## config.mk

```make
export PLATFORM = sky130hd
export DESIGN_NAME = ct_cmd_driver
export DESIGN_NICKNAME = d
export VERILOG_FILES = /design/src/rtl/ct_pkg.sv /design/src/rtl/ct_cmd_fifo.sv /design/src/rtl/ct_cmd_driver.sv
export SDC_FILE = /design/constraint.sdc
export NUM_CORES = 1
export LEC_CHECK = 0
export ABC_AREA = 1
export CAP_MARGIN = 15
export CELL_PAD_IN_SITES_DETAIL_PLACEMENT = 1
export CELL_PAD_IN_SITES_GLOBAL_PLACEMENT = 1
export CORE_MARGIN = 5
export CORE_UTILIZATION = 44
export CTS_CLUSTER_DIAMETER = 50
export CTS_CLUSTER_SIZE = 28
export DETAILED_ROUTE_END_ITERATION = 10
export MAX_ROUTING_LAYER = met4
export PLACE_DENSITY = 0.82
export SETUP_SLACK_MARGIN = 0.05
export SLEW_MARGIN = 20
export SYNTH_ARGS = -nofsm -noshare
export SYNTH_HDL_FRONTEND = slang
export SYNTH_SLANG_ARGS = --single-unit
export TNS_END_PERCENT = 5
```

## constraint.sdc

```tcl
create_clock -name clk -period 5.4 [get_ports clk]
set_clock_uncertainty 0.1 [all_clocks]
set_input_delay 0.54 -clock clk [delete_from_list [all_inputs] [get_ports clk]]
set_output_delay 0.54 -clock clk [all_outputs]
set_load 0.01 [all_outputs]
```

## src/rtl/ct_pkg.sv

```systemverilog
// rtl/ct_pkg.sv - shared op codes, FSM states and per-bit shadow helper for the CT command driver
//
// Purpose : constants and types shared by ct_cmd_fifo and ct_cmd_driver.
//   OP_*      : {c,t} latch codes (00 toggle, 01 clear, 10 set, 11 hold)
//   ct_state_e: driver sequencer states (2-bit)
//   ct_next_bit: predicted latch output after one enable pulse with a given code

package ct_pkg;

  localparam logic [1:0] OP_TOGGLE = 2'b00;
  localparam logic [1:0] OP_CLEAR  = 2'b01;
  localparam logic [1:0] OP_SET    = 2'b10;
  localparam logic [1:0] OP_HOLD   = 2'b11;

  typedef enum logic [1:0] {
    ST_IDLE    = 2'd0,
    ST_SETUP   = 2'd1,
    ST_PULSE   = 2'd2,
    ST_RECOVER = 2'd3
  } ct_state_e;

  function automatic logic ct_next_bit(input logic [1:0] op, input logic q);
    logic r;
    case (op)
      OP_TOGGLE: r = ~q;
      OP_CLEAR:  r = 1'b0;
      OP_SET:    r = 1'b1;
      default:   r = q;
    endcase
    return r;
  endfunction

endpackage

```

## src/rtl/ct_cmd_fifo.sv

```systemverilog
// rtl/ct_cmd_fifo.sv - command FIFO holding {op,mask} entries for the CT driver
//
// Purpose : DEPTH-deep, DW-wide synchronous FIFO, first-word-fall-through read.
// Ports   :
//   clk, rst_n : clock, asynchronous active-low reset (empties the FIFO)
//   push       : write wdata when not full (ignored when full)
//   pop        : drop head entry when not empty (ignored when empty)
//   wdata      : entry to write
//   rdata      : current head entry (valid when !empty)
//   full/empty : occupancy flags
//   count      : number of stored entries, 0..DEPTH
// DEPTH must be a power of two (pointers wrap by natural overflow).

module ct_cmd_fifo
  import ct_pkg::*;
#(
  parameter int DW    = 10,
  parameter int DEPTH = 4
) (
  input  logic                     clk,
  input  logic                     rst_n,
  input  logic                     push,
  input  logic                     pop,
  input  logic [DW-1:0]            wdata,
  output logic [DW-1:0]            rdata,
  output logic                     full,
  output logic                     empty,
  output logic [$clog2(DEPTH):0]   count
);

  localparam int AW = $clog2(DEPTH);
  localparam int CW = AW + 1;

  logic [DW-1:0] mem_q [DEPTH];
  logic [DW-1:0] mem_d [DEPTH];
  logic [AW-1:0] wr_ptr_q, wr_ptr_d;
  logic [AW-1:0] rd_ptr_q, rd_ptr_d;
  logic [CW-1:0] count_q, count_d;
  logic          do_push, do_pop;

  assign full    = (count_q == CW'(DEPTH));
  assign empty   = (count_q == '0);
  assign count   = count_q;
  assign rdata   = mem_q[rd_ptr_q];
  // Pop is evaluated against the pre-edge occupancy, so push+pop on a
  // non-full, non-empty FIFO keeps count unchanged.
  assign do_push = push & ~full;
  assign do_pop  = pop & ~empty;

  always_comb begin
    mem_d    = mem_q;
    wr_ptr_d = wr_ptr_q;
    rd_ptr_d = rd_ptr_q;
    count_d  = count_q;
    if (do_push) begin
      mem_d[wr_ptr_q] = wdata;
      wr_ptr_d        = wr_ptr_q + 1'b1;
    end
    if (do_pop) begin
      rd_ptr_d = rd_ptr_q + 1'b1;
    end
    case ({do_push, do_pop})
      2'b10:   count_d = count_q + 1'b1;
      2'b01:   count_d = count_q - 1'b1;
      default: count_d = count_q;
    endcase
  end

  // Storage carries no reset; only the pointers and count define validity.
  always_ff @(posedge clk) begin
    mem_q <= mem_d;
  end

  always_ff @(posedge clk or negedge rst_n) begin
    if (!rst_n) begin
      wr_ptr_q <= '0;
      rd_ptr_q <= '0;
      count_q  <= '0;
    end else begin
      wr_ptr_q <= wr_ptr_d;
      rd_ptr_q <= rd_ptr_d;
      count_q  <= count_d;
    end
  end

endmodule

```

## src/rtl/ct_cmd_driver.sv

```systemverilog
// rtl/ct_cmd_driver.sv - queues CT latch commands and plays each as setup / one enable pulse / recover
//
// Purpose : accepts {op,mask} commands over valid/ready, buffers them in ct_cmd_fifo and
//           drives a CT latch bank so the level-sensitive toggle code sees exactly one
//           enable pulse with stable codes around it. Keeps a shadow of the bank state.
// Ports   :
//   clk, rst_n          : clock, asynchronous active-low reset
//   cmd_valid/cmd_ready : command handshake (ready = FIFO not full)
//   cmd_op, cmd_mask    : {c,t} code and per-bit select (unselected bits get HOLD)
//   lat_clk             : latch enable, high for exactly one cycle per command
//   lat_c, lat_t        : per-bit codes to the bank (all HOLD when idle)
//   shadow_q            : predicted bank state after the last pulse
//   busy                : sequencer active or commands queued
//   q_fb                : bank feedback, used only by the optional checker
//   mismatch            : sticky shadow/feedback disagreement
// Configuration : define CT_SHADOW_CHECK_EN to build the known-bit register and the
//                 feedback checker; otherwise mismatch is 0 and q_fb is ignored.

module ct_cmd_driver
  import ct_pkg::*;
#(
  parameter int WIDTH = 8,
  parameter int DEPTH = 4
) (
  input  logic             clk,
  input  logic             rst_n,
  input  logic             cmd_valid,
  output logic             cmd_ready,
  input  logic [1:0]       cmd_op,
  input  logic [WIDTH-1:0] cmd_mask,
  output logic             lat_clk,
  output logic [WIDTH-1:0] lat_c,
  output logic [WIDTH-1:0] lat_t,
  output logic [WIDTH-1:0] shadow_q,
  output logic             busy,
  input  logic [WIDTH-1:0] q_fb,
  output logic             mismatch
);

  ct_state_e               state_q, state_d;
  logic [1:0]              op_q, op_d;
  logic [WIDTH-1:0]        mask_q, mask_d;
  logic [WIDTH-1:0]        shadow_d;
  logic [WIDTH-1:0]        shadow_next;
  logic                    fifo_pop;
  logic                    fifo_full;
  logic                    fifo_empty;
  logic [WIDTH+1:0]        fifo_rdata;
  logic [$clog2(DEPTH):0]  fifo_count_unused;

  ct_cmd_fifo #(
    .DW    (WIDTH + 2),
    .DEPTH (DEPTH)
  ) u_fifo (
    .clk   (clk),
    .rst_n (rst_n),
    .push  (cmd_valid),
    .pop   (fifo_pop),
    .wdata ({cmd_op, cmd_mask}),
    .rdata (fifo_rdata),
    .full  (fifo_full),
    .empty (fifo_empty),
    .count (fifo_count_unused)
  );

  assign cmd_ready = ~fifo_full;
  assign busy      = (state_q != ST_IDLE) | ~fifo_empty;

  // Outputs decode straight from the state register so an asynchronous
  // reset drops lat_clk and returns the codes to HOLD immediately.
  assign lat_clk = (state_q == ST_PULSE);
  assign lat_c   = (state_q == ST_IDLE) ? '1 : (~mask_q | {WIDTH{op_q[1]}});
  assign lat_t   = (state_q == ST_IDLE) ? '1 : (~mask_q | {WIDTH{op_q[0]}});

  always_comb begin
    shadow_next = shadow_q;
    for (int i = 0; i < WIDTH; i++) begin
      if (mask_q[i]) shadow_next[i] = ct_next_bit(op_q, shadow_q[i]);
    end
  end

  always_comb begin
    state_d  = state_q;
    op_d     = op_q;
    mask_d   = mask_q;
    shadow_d = shadow_q;
    fifo_pop = 1'b0;
    case (state_q)
      ST_IDLE, ST_RECOVER: begin
        if (!fifo_empty) begin
          fifo_pop         = 1'b1;
          {op_d, mask_d}   = fifo_rdata;
          state_d          = ST_SETUP;
        end else begin
          state_d = ST_IDLE;
        end
      end
      ST_SETUP: state_d = ST_PULSE;
      ST_PULSE: begin
        // The bank captures on this pulse; the shadow follows on entry to RECOVER.
        shadow_d = shadow_next;
        state_d  = ST_RECOVER;
      end
      default: state_d = ST_IDLE;
    endcase
  end

  always_ff @(posedge clk or negedge rst_n) begin
    if (!rst_n) begin
      state_q  <= ST_IDLE;
      op_q     <= OP_HOLD;
      mask_q   <= '0;
      shadow_q <= '0;
    end else begin
      state_q  <= state_d;
      op_q     <= op_d;
      mask_q   <= mask_d;
      shadow_q <= shadow_d;
    end
  end

`ifdef CT_SHADOW_CHECK_EN
  logic [WIDTH-1:0] known_q, known_d;
  logic             mismatch_q, mismatch_d;

  always_comb begin
    known_d    = known_q;
    mismatch_d = mismatch_q;
    // Only SET/CLEAR make a bit's value independent of power-up history.
    if (state_q == ST_PULSE && (op_q == OP_SET || op_q == OP_CLEAR)) begin
      known_d = known_q | mask_q;
    end
    // Compare only when codes are HOLD or settled after the pulse.
    if ((state_q == ST_IDLE || state_q == ST_RECOVER) &&
        |((q_fb ^ shadow_q) & known_q)) begin
      mismatch_d = 1'b1;
    end
  end

  always_ff @(posedge clk or negedge rst_n) begin
    if (!rst_n) begin
      known_q    <= '0;
      mismatch_q <= 1'b0;
    end else begin
      known_q    <= known_d;
      mismatch_q <= mismatch_d;
    end
  end

  assign mismatch = mismatch_q;
`else
  logic unused_q_fb;
  assign unused_q_fb = ^q_fb;
  assign mismatch    = 1'b0;
`endif

endmodule

```

[After elaboration in Yosys (flattened, before gate mapping)]
Cells that the tools add are included.
Operators by class
  add/subtract/negate cells: 4
  magnitude comparators: 3
  equality and inequality tests: 8
  muxes and demuxes: 21
  bitwise logic cells: 18
  reduce and logical (&&, ||, !) cells: 17
Operators with widths (count)
  bitwise mux 40 bit: 1
  2-to-1 mux 10 bit: 3
  one-hot mux 1 bit (3 select lines): 8
  AND reduction 3 bit: 8
  binary-select mux 10 bit (select 2 bit): 1
  demux 10 bit (select 2 bit): 1
  2-to-1 mux 8 bit: 2
  bitwise OR 8 bit: 2
  inverter 1 bit: 10
  == test 2 bit, second input constant: 4
  inverter 8 bit: 1
  == test 2 x 1 -> 1 bit, second input constant: 3
  >= comparator 3 bit, second input constant: 2
  inverter 2 -> 3 bit: 2
  one-hot mux 2 bit (3 select lines): 1
  one-hot mux 3 bit (2 select lines): 1
  adder 2 x 1 -> 2 bit, second input constant: 2
  zero test 2 bit: 2
  nonzero test 2 bit: 2
  adder 3 x 1 -> 3 bit, second input constant: 1
  == test 3 bit, second input constant: 1
  zero test 3 bit: 1
  less-than comparator 3 x 1 -> 1 bit, second input constant: 1
  2-to-1 mux 1 bit: 3
  other kinds (7): 8
Word-level totals
  register bits: 67
  output and inout port bits: 28

[Longest topological paths before layout]
  depth in word-level cells: 6
  gate-level depth with buffers: 12

[Cells and area by module]
A second synthesis with hierarchy kept.
Second synthesis, totals
  cell total of the unflattened synthesis: 331
  area, all modules: 3235.6 sq um
By module, submodules not included
  ct_cmd_fifo: instances 1, cells an instance 178, area an instance 2088.3 sq um
  ct_cmd_driver: instances 1, cells an instance 153, area an instance 1147.4 sq um

[Least setup slack after synthesis]
No wires, ideal clock.
  kind: reg-to-reg
  from: register state_q[1]
  to: register u_fifo.count_q[2], in the netlist u_fifo.count[2]
  library setup time: 0.123 ns
  data arrival time: 1.842 ns
  data required time: 5.177 ns
  path slack: 3.334 ns
  cell stages (with the launch flop): 12
  path buffers: 1
  path through: dfrtp_1 -> inv_1 -> ha_1 -> inv_1 -> nand2_4 -> inv_2 -> buf_6 -> ha_1 -> fa_1 -> nand2_1 -> nand3_1 -> xor2_1
On the way
  longest elaborated chain between the ends: 6
  elaborated cells between the ends (all ways): 9
RTL lines
  start, declared: line ct_cmd_driver.sv:40  | ct_state_e state_q, state_d;
  start signal, assigned: line ct_cmd_driver.sv:115  | state_q <= state_d;
  == test 2 bit or zero test 2 bit (tied branches): line ct_cmd_driver.sv:88  | case (state_q)
  OR reduction 2 bit (*): line ct_cmd_driver.sv:88
  2-to-1 mux 1 bit (*): line ct_cmd_driver.sv:88
  net fifo_pop: line ct_cmd_driver.sv:45  | logic fifo_pop;
  AND 1 bit (*): line ct_cmd_fifo.sv:48  | assign do_pop = pop & ~empty;
  == test 2 x 1 -> 1 bit or == test 2 bit (tied branches): line ct_cmd_fifo.sv:62  | case ({do_push, do_pop})
  one-hot mux 3 bit (2 select lines) or nonzero test 2 bit (tied branches)
  end signal, assigned: line ct_cmd_fifo.sv:82  | count_q <= count_d;
  end, declared: line ct_cmd_fifo.sv:38  | logic [CW-1:0] count_q, count_d;
The timed path passes the listed nets; every way through them passes the cells marked *.
A chain may end at the register's enable or synchronous reset.

[Final worst setup path]
  from: register state_q[1]
  to: output lat_c[5]
On the way
  longest elaborated chain between the ends: 2
RTL lines
  zero test 2 bit: line ct_cmd_driver.sv:72  | assign lat_c = (state_q == ST_IDLE) ? '1 : (~mask_q | {WIDTH{op_q[1]}});
  2-to-1 mux 8 bit: line ct_cmd_driver.sv:72
  end, declared: line ct_cmd_driver.sv:32  | output logic [WIDTH-1:0] lat_c,
Every way passes these cells.

==> run summary <==
status -> finished clean
die footprint -> 8910 µm²
port buffer count -> 39
total routed wirelength -> 6730 µm
P_leak -> 1.78 nW
min-delay src -> op_q[1]$_DFFE_PN1P_
RSZ-0062 raised after global routing -> false
number of global-route vias before repair -> 2427
area leader, netlist -> edfxtp_1
FMAX -> 384 MHz
number of sinks on the clock net -> 67
sequential area share after synthesis -> 60.0%
Hold Crit Depth -> 2
crit path DAT -> 1.96 ns
final setup margin -> 2.80 ns
total power -> 0.00229 W
cts bufs inserted -> 9
Slew @ Worst Pin -> 1.01 ns
Layout area overhead -> 20.2%
share of layout cells above drive strength 1 -> 6.68%
Worst setup EP type -> primary output
commonest non-fill, non-tap cells in the layout -> nand2_1 (124), inv_1 (64), edfxtp_1 (40)
CTS Hold Bufs -> 0
hpwl dp -> 4700 µm
routability cong. -> 0.747
clk root buf -> clkbuf_8
TritonCTS clock tree -> yes
Mapped Nets -> 373
Iter 0 DRT Violations -> 67
post-DR vias/cell -> 4.69
I/O pins -> 49
share of the synthesized area in the top cell type -> 38.3%
Initial Util -> 45.6%
pin count of the biggest net entering global routing -> 28
worst hold slack -> 0.406 ns
routed wire length per instance -> 13.9 µm
Critical-path top delay cell -> clkdlybuf4s50_1
Die Span X -> 94.4 µm
max cap viols -> 0
Post-Syn Area -> 3130 µm²
Post-CTS Setup Inserts -> 0
Core Rows -> 30
CTS clk-pin slew, worst paths -> 0.08 ns
Worst-Skew Late Latency -> 0.34 ns
CTS Buffer Depth -> 2
Mean Syn Cell Area -> 9.16 µm²
HP Class -> flop to flop
crit path time final -> 2.60 ns
Reg2Reg Depth -> 10
Setup TNS -> 0 ns
period utilization -> 48.2%
design area -> 3770 µm²
#FFs+latches synth -> 67
Ys Warns -> 0
Die Y -> 94.4 µm
number of antenna diodes -> 0
Slew HR -> 32.7%
DRC viols -> 0
Syn Inst Count -> 342
dpl cell area -> 3590 µm²
final hold vios -> 0
Yosys cell types -> 21
top cells by area, synth -> edfxtp_1 (38%), dfrtp_1 (20%), nand2_1 (15%)
gr usage total -> 17.2%
most common cell after layout, fill and taps aside -> nand2_1
Post-CTS Resized -> 0
nets -> 415
Startpoint Class -> flop
grt ovf -> 0
Crit Reg-Reg Startpoint -> state_q[1]$_DFF_PN0_
R2R Setup Slk -> 3.15 ns
Crit path largest cell delay -> 0.50 ns
post-route antenna net violation count -> 0
crit path cell chain -> inv_1 -> ha_1 -> nor2_1 -> nand2_1 -> clkdlybuf4s50_1
first-pass GRT wire length -> 11300 µm
H-tree levels -> 3
WHS Endpoint -> op_q[1]$_DFFE_PN1P_
via count -> 2276
fillers -> 837
Pwr Density -> 608 nW/µm²
VDD IR-drop max -> 224 µV
drt first pass iters -> 6
antenna violations before repair -> 0
Core ar. -> 6870 µm²
post-place setup slack -> 2.92 ns
final setup fails -> 0
max-slew violations -> 0
worst reg2reg endpoint -> u_fifo.count[2]$_DFFE_PN0P_
CP Class -> flop to primary output
highest net fanout along the worst path -> 8
CP required -> 4.76 ns
metal layers:
metal | GRT usage [%] | vias up | routed length, µm
met2 | 30.3 | 46 | 3500
met1 | 18.6 | 1095 | 2860
met4 | 5.78 | 0 | 73
met3 | 4.78 | 8 | 295
met5 | - | - | 0
li1 | - | 1127 | -
cell type report:
| type | instances | area (µm²) | share of cell area [%] |
|---|---|---|---|
| Clock inverter | 6 | 50.0 | 1.33 |
| Tap cell | 96 | 120 | 3.19 |
| Clock buffer | 10 | 128 | 3.39 |
| Multi-Input combinational cell | 199 | 940 | 25.0 |
| Inverter | 67 | 251 | 6.68 |
| Sequential cell | 67 | 1880 | 49.9 |
| Timing Repair Buffer | 40 | 398 | 10.6 |
worst max path at each step:
stage	start	slack (ns)	to
6_report	state_q[1]$_DFF_PN0_	2.80	lat_c[5]
3_3_place_gp	cmd_valid	2.95	u_fifo.mem_q[33]$_DFFE_PP_
2_1_floorplan	state_q[1]$_DFF_PN0_	3.33	u_fifo.count[2]$_DFFE_PN0P_
4_1_cts	state_q[1]$_DFF_PN0_	2.74	lat_c[2]
5_1_grt	state_q[1]$_DFF_PN0_	2.61	lat_t[7]
3_5_place_dp	cmd_valid	2.92	u_fifo.mem_q[33]$_DFFE_PP_
worst max-delay path, delay by kind of cell, from the launching register on:
family        cells  cell delay [ns]
buf+inv           2             0.55
simple gates      2             0.50
flops             1             0.36
fa+ha+maj         1             0.21
per-stage QoR:
step / cells / util (%)
6_report: 485 / 54.8
5_1_grt: 485 / 54.8
4_1_cts: 485 / 54.8
3_5_place_dp: 469 / 52.2
3_3_place_gp: 469 / 52.2
2_1_floorplan: 342 / -
sequential cells by signal, summed over array words and instances, names as in the netlist:
register         flops
u_fifo.mem_q        40
shadow_q             8
op_q                 2
u_fifo.rd_ptr_q      2
mask_q               8
u_fifo.wr_ptr_q      2
u_fifo.count         3
state_q              2
Yosys cell counts (all sizes together):
cell and number:
buf 9, conb 1, dfrtp 25, dfstp 2, edfxtp 40, fa 1
ha 9, inv 67, nand2 128, nand3 23, nor2 15, o21ai 17
xnor2 2, xor2 3
power by group:
group          internal, W  leakage (nW)  switching [W]  total [W]
clock network     0.000170        0.0831       0.000200   0.000371
logic             0.000419          1.01       0.000628    0.00105
registers         0.000726         0.693       0.000148   0.000873
logic make-up after synthesis:
group	count (synthesis)	synth area share (%)
fa+ha+maj	10	4.23
compound gates	17	2.72
buf+inv	76	10.0
flops	67	60.0
other cells	1	0.120
xor+xnor	5	1.40
simple gates	166	21.5
(Power assumes the default switching activity.)
